==> src/rtl/ctrl_pkg.sv <==
// Shared definitions for the control sequencer: opcodes, FSM states and
// the opcode-class decode used to select each instruction's step sequence.
package ctrl_pkg;

    localparam logic [4:0] OP_LD   = 5'd0;
    localparam logic [4:0] OP_LDI  = 5'd1;
    localparam logic [4:0] OP_ST   = 5'd2;
    localparam logic [4:0] OP_ADD  = 5'd3;
    localparam logic [4:0] OP_OR   = 5'd10;
    localparam logic [4:0] OP_ADDI = 5'd11;
    localparam logic [4:0] OP_ORI  = 5'd13;
    localparam logic [4:0] OP_MUL  = 5'd14;
    localparam logic [4:0] OP_DIV  = 5'd15;
    localparam logic [4:0] OP_NEG  = 5'd16;
    localparam logic [4:0] OP_NOT  = 5'd17;
    localparam logic [4:0] OP_BR   = 5'd18;
    localparam logic [4:0] OP_JR   = 5'd19;
    localparam logic [4:0] OP_JAL  = 5'd20;
    localparam logic [4:0] OP_IN   = 5'd21;
    localparam logic [4:0] OP_OUT  = 5'd22;
    localparam logic [4:0] OP_MFHI = 5'd23;
    localparam logic [4:0] OP_MFLO = 5'd24;
    localparam logic [4:0] OP_NOP  = 5'd25;
    localparam logic [4:0] OP_HALT = 5'd26;

    typedef enum logic [3:0] {
        RESET, FETCH0, FETCH1, FETCH2, T3, T4, T5, T6, T7, HALTED
    } state_t;

    typedef enum logic [4:0] {
        C_ALU3, C_ALU2, C_IMM, C_LDI, C_MULDIV, C_LD, C_ST, C_BR, C_JR,
        C_JAL, C_IN, C_OUT, C_MFHI, C_MFLO, C_NOP, C_HALT, C_ILLEGAL
    } op_class_t;

    // Group opcodes that share the same step sequence.
    function automatic op_class_t op_class(input logic [4:0] op);
        op_class_t c;
        case (op) inside
            [OP_ADD:OP_OR]:   c = C_ALU3;
            OP_NEG, OP_NOT:   c = C_ALU2;
            [OP_ADDI:OP_ORI]: c = C_IMM;
            OP_LDI:           c = C_LDI;
            OP_MUL, OP_DIV:   c = C_MULDIV;
            OP_LD:            c = C_LD;
            OP_ST:            c = C_ST;
            OP_BR:            c = C_BR;
            OP_JR:            c = C_JR;
            OP_JAL:           c = C_JAL;
            OP_IN:            c = C_IN;
            OP_OUT:           c = C_OUT;
            OP_MFHI:          c = C_MFHI;
            OP_MFLO:          c = C_MFLO;
            OP_NOP:           c = C_NOP;
            OP_HALT:          c = C_HALT;
            default:          c = C_ILLEGAL;
        endcase
        return c;
    endfunction

endpackage

==> src/rtl/ctrl_mem_watchdog.sv <==
// Counts stalled cycles of a memory wait and flags the cycle on which the
// wait would reach MEM_TIMEOUT, so the sequencer can abandon the access.
module ctrl_mem_watchdog #(
    parameter int MEM_TIMEOUT = 255
) (
    input  logic Clock,
    input  logic Reset,
    input  logic clear,
    input  logic enable,
    output logic timeout
);

    localparam logic [15:0] LIMIT = 16'(MEM_TIMEOUT - 1);

    logic [15:0] count;

    // Stall counter: held at zero outside wait states, saturates at the top.
    always_ff @(posedge Clock or posedge Reset) begin
        if (Reset)
            count <= '0;
        else if (clear)
            count <= '0;
        else if (enable && count != 16'hFFFF)
            count <= count + 16'd1;
    end

    assign timeout = enable && (count == LIMIT);

endmodule

==> src/rtl/ctrl_sequencer.sv <==
// Datapath control FSM with memory/ALU handshakes, memory watchdog,
// illegal-opcode detection and Stop/Resume at instruction boundaries.
module ctrl_sequencer
    import ctrl_pkg::*;
#(
    parameter int REG_COUNT   = 16,
    parameter int LINK_REG    = 14,
    parameter int MEM_TIMEOUT = 255
) (
    input  logic                 Clock,
    input  logic                 Reset,
    input  logic                 Stop,
    input  logic                 Resume,
    input  logic [31:0]          IR,
    input  logic                 CON_out,
    input  logic                 mem_ready,
    input  logic                 alu_done,
    output logic                 PCout, ZHighout, ZLowout, MDRout, HIout,
    output logic                 LOout, Cout, BAout, Rout, InPortout,
    output logic                 MAR_enable, PC_enable, MDR_enable, IR_enable,
    output logic                 Y_enable, HIin, LOin, ZHighIn, ZLowIn,
    output logic                 R_enable, CON_enable, OutPort_enable,
    output logic                 Gra, Grb, Grc,
    output logic                 IncPC, MDR_read, RAM_write, mem_req,
    output logic [REG_COUNT-1:0] R_enableIn,
    output logic                 Run, illegal_op, bus_err
);

    state_t    state, state_n;
    op_class_t cls;
    logic      in_wait, timeout, done, stop_pend, halt_req;
    logic      set_illegal, set_buserr, clr_flags;
    logic      unused_ir_bits;

    assign cls            = op_class(IR[31:27]);
    assign unused_ir_bits = ^IR[26:0];
    assign halt_req       = Stop | stop_pend;
    assign Run            = (state != RESET) && (state != HALTED);
    assign in_wait        = (state == FETCH1) || (state == T6 && cls == C_LD)
                          || (state == T7 && cls == C_ST);

    ctrl_mem_watchdog #(.MEM_TIMEOUT(MEM_TIMEOUT)) u_wdog (
        .Clock   (Clock),
        .Reset   (Reset),
        .clear   (!in_wait),
        .enable  (in_wait && !mem_ready),
        .timeout (timeout)
    );

    // State register.
    always_ff @(posedge Clock or posedge Reset) begin
        if (Reset) state <= RESET;
        else       state <= state_n;
    end

    // Latch a Stop request until the current instruction finishes.
    always_ff @(posedge Clock or posedge Reset) begin
        if (Reset)                                stop_pend <= 1'b0;
        else if (state == HALTED || state == RESET) stop_pend <= 1'b0;
        else if (Stop)                            stop_pend <= 1'b1;
    end

    // Sticky error flags, cleared only by Resume out of HALTED or Reset.
    always_ff @(posedge Clock or posedge Reset) begin
        if (Reset) begin
            illegal_op <= 1'b0;
            bus_err    <= 1'b0;
        end else if (clr_flags) begin
            illegal_op <= 1'b0;
            bus_err    <= 1'b0;
        end else begin
            if (set_illegal) illegal_op <= 1'b1;
            if (set_buserr)  bus_err    <= 1'b1;
        end
    end

    // Next-state and strobe decode from the registered state and IR class.
    always_comb begin
        {PCout, ZHighout, ZLowout, MDRout, HIout, LOout, Cout, BAout, Rout,
         InPortout} = '0;
        {MAR_enable, PC_enable, MDR_enable, IR_enable, Y_enable, HIin, LOin,
         ZHighIn, ZLowIn, R_enable, CON_enable, OutPort_enable} = '0;
        {Gra, Grb, Grc, IncPC, MDR_read, RAM_write, mem_req} = '0;
        R_enableIn  = '0;
        state_n     = state;
        done        = 1'b0;
        set_illegal = 1'b0;
        set_buserr  = 1'b0;
        clr_flags   = 1'b0;
        case (state)
            RESET:  state_n = FETCH0;
            FETCH0: begin
                PCout = 1'b1; MAR_enable = 1'b1; state_n = FETCH1;
            end
            FETCH1: begin
                mem_req = 1'b1; MDR_read = 1'b1; MDR_enable = mem_ready;
                if (mem_ready)    state_n = FETCH2;
                else if (timeout) begin state_n = HALTED; set_buserr = 1'b1; end
            end
            FETCH2: begin
                MDRout = 1'b1; IR_enable = 1'b1; IncPC = 1'b1; PC_enable = 1'b1;
                state_n = T3;
            end
            T3: begin
                state_n = T4;
                case (cls)
                    C_ALU3, C_IMM, C_MULDIV: begin Grb = 1'b1; Rout = 1'b1; Y_enable = 1'b1; end
                    C_LDI, C_LD, C_ST:       begin Grb = 1'b1; BAout = 1'b1; Y_enable = 1'b1; end
                    C_ALU2: begin Grb = 1'b1; Rout = 1'b1; ZHighIn = 1'b1; ZLowIn = 1'b1; end
                    C_BR:   begin Gra = 1'b1; Rout = 1'b1; CON_enable = 1'b1; end
                    C_JR:   begin Gra = 1'b1; Rout = 1'b1; PC_enable = 1'b1; done = 1'b1; end
                    C_JAL:  begin PCout = 1'b1; R_enableIn[LINK_REG] = 1'b1; end
                    C_IN:   begin InPortout = 1'b1; Gra = 1'b1; R_enable = 1'b1; done = 1'b1; end
                    C_OUT:  begin Gra = 1'b1; Rout = 1'b1; OutPort_enable = 1'b1; done = 1'b1; end
                    C_MFHI: begin HIout = 1'b1; Gra = 1'b1; R_enable = 1'b1; done = 1'b1; end
                    C_MFLO: begin LOout = 1'b1; Gra = 1'b1; R_enable = 1'b1; done = 1'b1; end
                    C_NOP:  done = 1'b1;
                    C_HALT: state_n = HALTED;
                    default: begin state_n = HALTED; set_illegal = 1'b1; end
                endcase
            end
            T4: begin
                state_n = T5;
                case (cls)
                    C_ALU3: begin Grc = 1'b1; Rout = 1'b1; ZHighIn = 1'b1; ZLowIn = 1'b1; end
                    C_MULDIV: begin
                        Grc = 1'b1; Rout = 1'b1; ZHighIn = 1'b1; ZLowIn = 1'b1;
                        if (!alu_done) state_n = T4;
                    end
                    C_ALU2: begin ZLowout = 1'b1; Gra = 1'b1; R_enable = 1'b1; done = 1'b1; end
                    C_IMM, C_LDI, C_LD, C_ST: begin Cout = 1'b1; ZHighIn = 1'b1; ZLowIn = 1'b1; end
                    C_BR:   begin PCout = 1'b1; Y_enable = 1'b1; end
                    C_JAL:  begin Gra = 1'b1; Rout = 1'b1; PC_enable = 1'b1; done = 1'b1; end
                    default: done = 1'b1;
                endcase
            end
            T5: begin
                state_n = T6;
                case (cls)
                    C_ALU3, C_IMM, C_LDI: begin ZLowout = 1'b1; Gra = 1'b1; R_enable = 1'b1; done = 1'b1; end
                    C_MULDIV: begin ZLowout = 1'b1; LOin = 1'b1; end
                    C_LD, C_ST: begin ZLowout = 1'b1; MAR_enable = 1'b1; end
                    C_BR:   begin Cout = 1'b1; ZLowIn = 1'b1; end
                    default: done = 1'b1;
                endcase
            end
            T6: begin
                state_n = T7;
                case (cls)
                    C_MULDIV: begin ZHighout = 1'b1; HIin = 1'b1; done = 1'b1; end
                    C_LD: begin
                        mem_req = 1'b1; MDR_read = 1'b1; MDR_enable = mem_ready;
                        if (!mem_ready) begin
                            state_n = T6;
                            if (timeout) begin state_n = HALTED; set_buserr = 1'b1; end
                        end
                    end
                    C_ST: begin Gra = 1'b1; Rout = 1'b1; MDR_enable = 1'b1; end
                    C_BR: begin
                        if (CON_out) begin ZLowout = 1'b1; PC_enable = 1'b1; end
                        done = 1'b1;
                    end
                    default: done = 1'b1;
                endcase
            end
            T7: begin
                case (cls)
                    C_LD: begin MDRout = 1'b1; Gra = 1'b1; R_enable = 1'b1; done = 1'b1; end
                    C_ST: begin
                        MDRout = 1'b1; mem_req = 1'b1; RAM_write = 1'b1;
                        if (mem_ready)    done = 1'b1;
                        else if (timeout) begin state_n = HALTED; set_buserr = 1'b1; end
                    end
                    default: done = 1'b1;
                endcase
            end
            HALTED: begin
                if (Resume) begin state_n = FETCH0; clr_flags = 1'b1; end
            end
            default: state_n = RESET;
        endcase
        if (done) state_n = halt_req ? HALTED : FETCH0;
    end

endmodule

==> config.mk <==
export PLATFORM = sky130hd
export DESIGN_NAME = ctrl_sequencer
export DESIGN_NICKNAME = d
export VERILOG_FILES = /design/src/rtl/ctrl_pkg.sv /design/src/rtl/ctrl_mem_watchdog.sv /design/src/rtl/ctrl_sequencer.sv
export SDC_FILE = /design/constraint.sdc
export NUM_CORES = 1
export LEC_CHECK = 0
export ABC_AREA = 1
export CAP_MARGIN = 10
export CORE_ASPECT_RATIO = 1.4
export CORE_UTILIZATION = 35
export CTS_CLUSTER_DIAMETER = 100
export CTS_CLUSTER_SIZE = 28
export DETAILED_ROUTE_END_ITERATION = 6
export MAX_ROUTING_LAYER = met4
export PLACE_DENSITY = 0.66
export SLEW_MARGIN = 20
export SYNTH_ARGS = -nofsm -noshare
export SYNTH_HDL_FRONTEND = slang
export SYNTH_HIERARCHICAL = 1
export SYNTH_SLANG_ARGS = --single-unit
==> constraint.sdc <==
create_clock -name Clock -period 2.95 [get_ports Clock]
set_input_delay 0.59 -clock Clock [delete_from_list [all_inputs] [get_ports Clock]]
set_output_delay 0.59 -clock Clock [all_outputs]
set_load 0.03 [all_outputs]
==> results of run 1 <==
-- worst max-delay path: stages --
cell	delay (ns)
clkdlybuf4s50_1	0.51
inv_1	0.15
nand2_1	0.14
nor2_4	0.16
nand2_4	0.08
nand2_1	0.09
inv_1	0.09
a211oi_1	0.26
buf_4	0.20
-- metrics by stage --
step | hold WS, ns | std cells | util, % | instance area [um2]
floorplan | 0.393 | 414 | - | 2560
global placement | 0.502 | 556 | 44.7 | 3100
detailed placement | 0.513 | 556 | 44.7 | 3100
CTS | 0.530 | 560 | 45.3 | 3140
global route | 0.545 | 560 | 45.7 | 3170
finish | 0.521 | 560 | 45.7 | 3170
-- registers in the layout (all words and copies together), names as in the netlist --
name / cells
state: 4
u_wdog/count: 16
stop_pend: 1
bus_err: 1
illegal_op: 1
-- power groups by stage --
stage	clock network (mW)	registers [mW]	logic, mW
final	0.200	0.396	0.858
after global routing	0.214	0.400	0.940
after CTS	0.209	0.395	0.857
after detailed placement	0	0.402	0.855
after global placement	0	0.399	0.849
after floorplan	0	0.408	0.577
-- routing by layer --
metal	wire length [um]	part of all wire, %
met1	2920	40
met2	3940	54
met3	238	3.2
met4	272	3.7
met5	0	0
-- cells in the final DEF (no fill, tap or decap), types with 3 or more instances in the layout --
master and n:
clkbuf_8 3, clkdlybuf4s50_1 15, nand4_1 14, nand2_2 6, o21ai_1 3, nand3_2 8
nor2_2 11, conb_1 15, o21ai_0 12, buf_4 51, nand3_1 30, nor3_1 7
a21oi_1 11, dfrtp_1 23, a31oi_1 4, o21ai_2 3, nor2_1 62, nand2_4 3
nand2_1 93, inv_2 8, inv_1 45, nor2_4 6
-- what timing repair did --
action	in CTS	in global routing
setup buffers	0	0
gates resized for setup	0	6
setup endpoints to repair	0	13
-- cells by family (layout without fill, tap and decap cells) --
logic type               Yosys count  in the layout  synth area share, %
flip-flops                        23             23                 22.9
AND/OR/NAND/NOR                  251            251                 49.5
other                              1             15                0.149
adder cells (fa/ha/maj)            2              2                0.996
XOR/XNOR                           3              3                 1.05
AO/OA/AOI/OAI                     43             43                 10.5
buffers and inverters             77            128                 14.9
-- layout make-up --
cell class	count	area [um2]
inverter	55	206
fill	780	3770
clock inverter	1	5.00
timing repair buffer	69	586
tap	95	119
sequential	23	576
multi-input combinational	314	1640
clock buffer	3	41.3
-- final timing paths --
check,end,slack [ns],depth (start not counted)
worst max-delay path,BAout,0.09,9
worst min-delay path,stop_pend,0.52,2
worst max register to register,state[3],0.68,19
worst min register to register,stop_pend,0.52,2
max in group asynchronous,u_wdog/count[1],1.78,2
min in group asynchronous,bus_err,0.60,2
==> impl_metrics.json, run 1 <==
{
  "clock_path_buffers": 2,
  "synth_most_common_cell": "nand2_1",
  "gp_congestion": 0.942,
  "grt.met2_usage_pct": 40.4,
  "ys_top_cells_by_count": "nand2_1, nor2_1, inv_1",
  "drive_above_1_share_pct": 24.1,
  "outcome": "finished, final reports clean",
  "cts_sinks": 23,
  "dp_hpwl_mm": 6.09,
  "clkPwrFrac_pct": 13.8,
  "avgSynthCellArea_um2": 6.28,
  "synth.largest_area_cell": "dfrtp_1",
  "async_flop_share_pct": 100,
  "skew_ns": 0.00499,
  "hp-class": "flip-flop to flip-flop",
  "grt_pass1_wl_mm": 12.1,
  "grt_usage_pct": 21.4,
  "post-route-min-period_ns": 2.86,
  "wl_per_cell_um": 13.2,
  "finalSetupTns_ns": 0,
  "p_per_area_nw_per_um2": 459,
  "syn_area_um2": 2510,
  "fin_ws_ns": 0.0905,
  "critPathLaunch": "IR[29]",
  "ios": 87,
  "min-delay-start": "stop_pend",
  "crit_path_end_kind": "output pin",
  "p_comb_share_pct": 59.0,
  "internal_power_uw": 736,
  "slew_headroom_pct": 57.6,
  "top_usage_layer": "met2",
  "synth_warnings": 6,
  "coreArea_um2": 6940,
  "synth-seq-cells": 23,
  "syn2layout_area_growth_pct": 26.3,
  "finalMaxSlewViolations": 0,
  "port_buffers": 44,
  "peakVddDrop_uv": 343,
  "first_pass_iters": 6,
  "synth.area.top_cells": "dfrtp_1, nand2_1, nor2_1",
  "drt-initial-drc-count": 110,
  "drcViolationCount": 0,
  "tightest_slew_ns": 0.635,
  "worst-endpoint-arrival_ns": 2.27,
  "cap_violations": 0,
  "start_util_pct": 36.2,
  "antenna_found_initial": 0,
  "setup_viol": 0,
  "hold_viol": 0,
  "synth_top_area_share_pct": 22.9,
  "numCtsBuffers": 3,
  "crit_type": "input port to output pin",
  "synth_cell_type_count": 40,
  "diodes": 0,
  "timing.fmax_mhz": 350,
  "routed_wl_mm": 7.37,
  "power_mw": 1.45,
  "final_nets": 507,
  "clkTransAtPathRegs_ns": 0.08,
  "gr-total-overflow": 0,
  "crit_required_ns": 2.36,
  "use_met1_pct": 22.5,
  "synth-edff-count": 0,
  "switchingPower_uw": 718,
  "grt_pass1_vias": 2679,
  "h-tree-depth": 1,
  "via_count": 2754,
  "grt_max_degree": 17,
  "holdBufCountCts": 0,
  "clockRootBuffer": "clkbuf_8",
  "cp-start-kind": "input port",
  "cts_tree": "built",
  "cellLeakagePower_nw": 1.56,
  "viasPerCell": 4.92,
  "die_h_um": 102,
  "fin_crit_sh_pct": 96.9,
  "pwr-share-seq_pct": 27.2,
  "swShare_pct": 49.4,
  "critPathMaxFanout": 5,
  "grt_setup_unrepaired": "yes",
  "dieArea_um2": 7520,
  "fp-row-count": 36,
  "ant_nets": 0,
  "timing.rr.start": "state[3]",
  "ys.flop_type": "dfrtp_1",
  "synthCells": 400,
  "synth-seq-area-share_pct": 22.9,
  "die_x_um": 73.6,
  "clk_latency_ns": 0.27,
  "dp_slack_ns": 0.0211,
  "grt_use_met3_pct": 0.789
}
Note: power is estimated with default switching activity, not from simulation.
==> inputs of run 2 (changes only) <==
--- a/config.mk
+++ b/config.mk
@@ -8,12 +8,13 @@
 export ABC_AREA = 1
 export CAP_MARGIN = 10
 export CORE_ASPECT_RATIO = 1.4
-export CORE_UTILIZATION = 35
+export CORE_UTILIZATION = 46
 export CTS_CLUSTER_DIAMETER = 100
 export CTS_CLUSTER_SIZE = 28
 export DETAILED_ROUTE_END_ITERATION = 6
 export MAX_ROUTING_LAYER = met4
-export PLACE_DENSITY = 0.66
+export PLACE_DENSITY = 0.82
+export SETUP_SLACK_MARGIN = 0.05
 export SLEW_MARGIN = 20
 export SYNTH_ARGS = -nofsm -noshare
 export SYNTH_HDL_FRONTEND = slang
==> impl_metrics.json, run 2 (synthesis gave the netlist of run 1 again) <==
{
  "outcome": "finished, final reports clean",
  "crit_family": "buffers and inverters",
  "wl_met1_mm": 2.61,
  "wl_per_cell_um": 13.7,
  "post-route-min-period_ns": 2.80,
  "drcViolationCount": 0,
  "skew_ns": 0.00429,
  "cap_violations": 0,
  "finalMaxSlewViolations": 0,
  "gp_congestion": 1.00,
  "critPathMaxFanout": 13,
  "first_pass_iters": 5,
  "ios": 87,
  "clkTransAtPathRegs_ns": 0.08,
  "syn2layout_area_growth_pct": 22.7,
  "grt_setup_unrepaired": "no",
  "crit_top_cell": "buf_4",
  "ant_nets": 0,
  "grt_pass1_wl_mm": 11.7,
  "tightest_slew_ns": 0.644,
  "drt-initial-drc-count": 363,
  "cts_tree": "built",
  "grt_pass1_vias": 2619,
  "regArea_um2": 576,
  "reg2reg_depth": 15,
  "hold_viol": 0,
  "port_buffers": 44,
  "cp-start-kind": "input port",
  "dp_hpwl_mm": 5.82,
  "drive_above_1_share_pct": 23.4,
  "cp.depth": 7,
  "grt_max_degree": 17,
  "slew_headroom_pct": 57.0,
  "critPathMaxStageDelay_ns": 0.50,
  "p_per_area_nw_per_um2": 470,
  "worst-endpoint-arrival_ns": 2.21,
  "layout_common_cells": "nand2_1, nor2_1, buf_4, inv_1, nand3_1",
  "hp-class": "flip-flop to flip-flop",
  "fin_ws_ns": 0.151,
  "start_util_pct": 48.3,
  "timing.fmax_mhz": 357,
  "clockRootBuffer": "clkbuf_8",
  "largest_reg_flops": 16,
  "crit_type": "input port to output pin",
  "final_common_cell": "nand2_1",
  "nFillCells": 510,
  "path_cells": "clkdlybuf4s50_1, buf_4, nand2_1, nor3_4, o21ai_1, nor4_1, buf_4",
  "clock_path_buffers": 2,
  "place_area_um2": 3010,
  "dp_slack_ns": -0.0532,
  "crit_path_end_kind": "output pin",
  "numCtsBuffers": 3,
  "crit_path_top_delay_cell": "clkdlybuf4s50_1",
  "grt_usage_pct": 26.8,
  "finalSetupTns_ns": 0,
  "multi_input_area_um2": 1630,
  "setup_viol": 0,
  "viasPerCell": 5.38,
  "final_nets": 503,
  "h-tree-depth": 1,
  "top_layer": "met4",
  "crit_required_ns": 2.36,
  "post-cts-setup-buffers": 0,
  "diodes": 0,
  "top_register": "u_wdog/count",
  "reg_top3": "u_wdog/count (16), state (4)",
  "die_h_um": 89.4,
  "gr-total-overflow": 0,
  "via_count": 2836,
  "cellLeakagePower_nw": 1.56,
  "routed_wl_mm": 7.22,
  "dieArea_um2": 5760,
  "wl_met2_mm": 3.85,
  "dr_wl_met3_um": 453,
  "coreArea_um2": 5200,
  "cts_sinks": 23,
  "antenna_found_initial": 0,
  "clk_latency_ns": 0.27,
  "die_x_um": 64.4,
  "fp-row-count": 31,
  "fin_crit_sh_pct": 94.9,
  "peakVddDrop_uv": 354,
  "hold_path_depth": 2,
  "critPathBufInv": 3,
  "fin_area_um2": 3080
}
==> run 2: cell type report <==
cell class	count	share of cell area, %
multi-input cells	314	53.0
flip-flops and latches	23	18.7
repair buffers	65	17.5
inverters	55	6.70
well taps	66	2.68
clock buffers	3	1.34
clock inverters	1	0.162
==> run 2: worst register-to-register path: stages, from the launching register on <==
cell and delay, ns:
dfrtp_1 0.46, nor2_1 0.16, nand3_1 0.27, o21ai_2 0.25, nand2_1 0.08, inv_1 0.09
inv_1 0.06, nor2_1 0.08, nand4_1 0.12, nor2_2 0.16, inv_1 0.09, nor3_1 0.20
nor3_1 0.07, nand2_1 0.07, nand2_1 0.06, nand3_1 0.08
==> run 2: timing repair <==
action / in CTS / in global routing
setup endpoints to repair: 4 / 12
gates resized for setup: 2 / 8
endpoints found under the hold margin: 0 / 0
pin swaps: 0 / 0
hold buffers: 0 / 0
==> run 2: routing by layer <==
metal	up-vias	GRT usage, %
met1	1273	26.2
met5	-	-
met4	0	14.7
met2	142	51.1
li1	1387	-
met3	34	2.93
==> run 2: final timing paths <==
| check | from | endpoint | slack, ns |
|---|---|---|---|
| hold / removal | stop_pend | stop_pend | 0.53 |
| setup / recovery | IR[31] | LOout | 0.15 |
| max in group asynchronous | Reset | u_wdog/count[9] | 1.80 |
| setup reg to reg | state[1] | state[3] | 0.59 |
| min in group asynchronous | Reset | bus_err | 0.58 |
| hold reg to reg | stop_pend | stop_pend | 0.53 |
==> run 2: report_power, final <==
group	switching, mW	internal, mW	total [mW]
clock network	0.102	0.0943	0.197
logic	0.571	0.284	0.855
registers	0.0432	0.353	0.396
total	0.717	0.731	1.45
==> run 2: through the flow <==
| step | power, mW | util (%) | hold WS [ns] | std cells |
|---|---|---|---|---|
| finish | 1.45 | 59.3 | 0.526 | 527 |
| global route | 1.55 | 59.3 | 0.563 | 527 |
| CTS | 1.45 | 58.8 | 0.530 | 527 |
| detailed placement | 1.25 | 57.8 | 0.508 | 523 |
| global placement | 1.24 | 57.8 | 0.502 | 523 |
| floorplan | 0.984 | - | 0.393 | 414 |
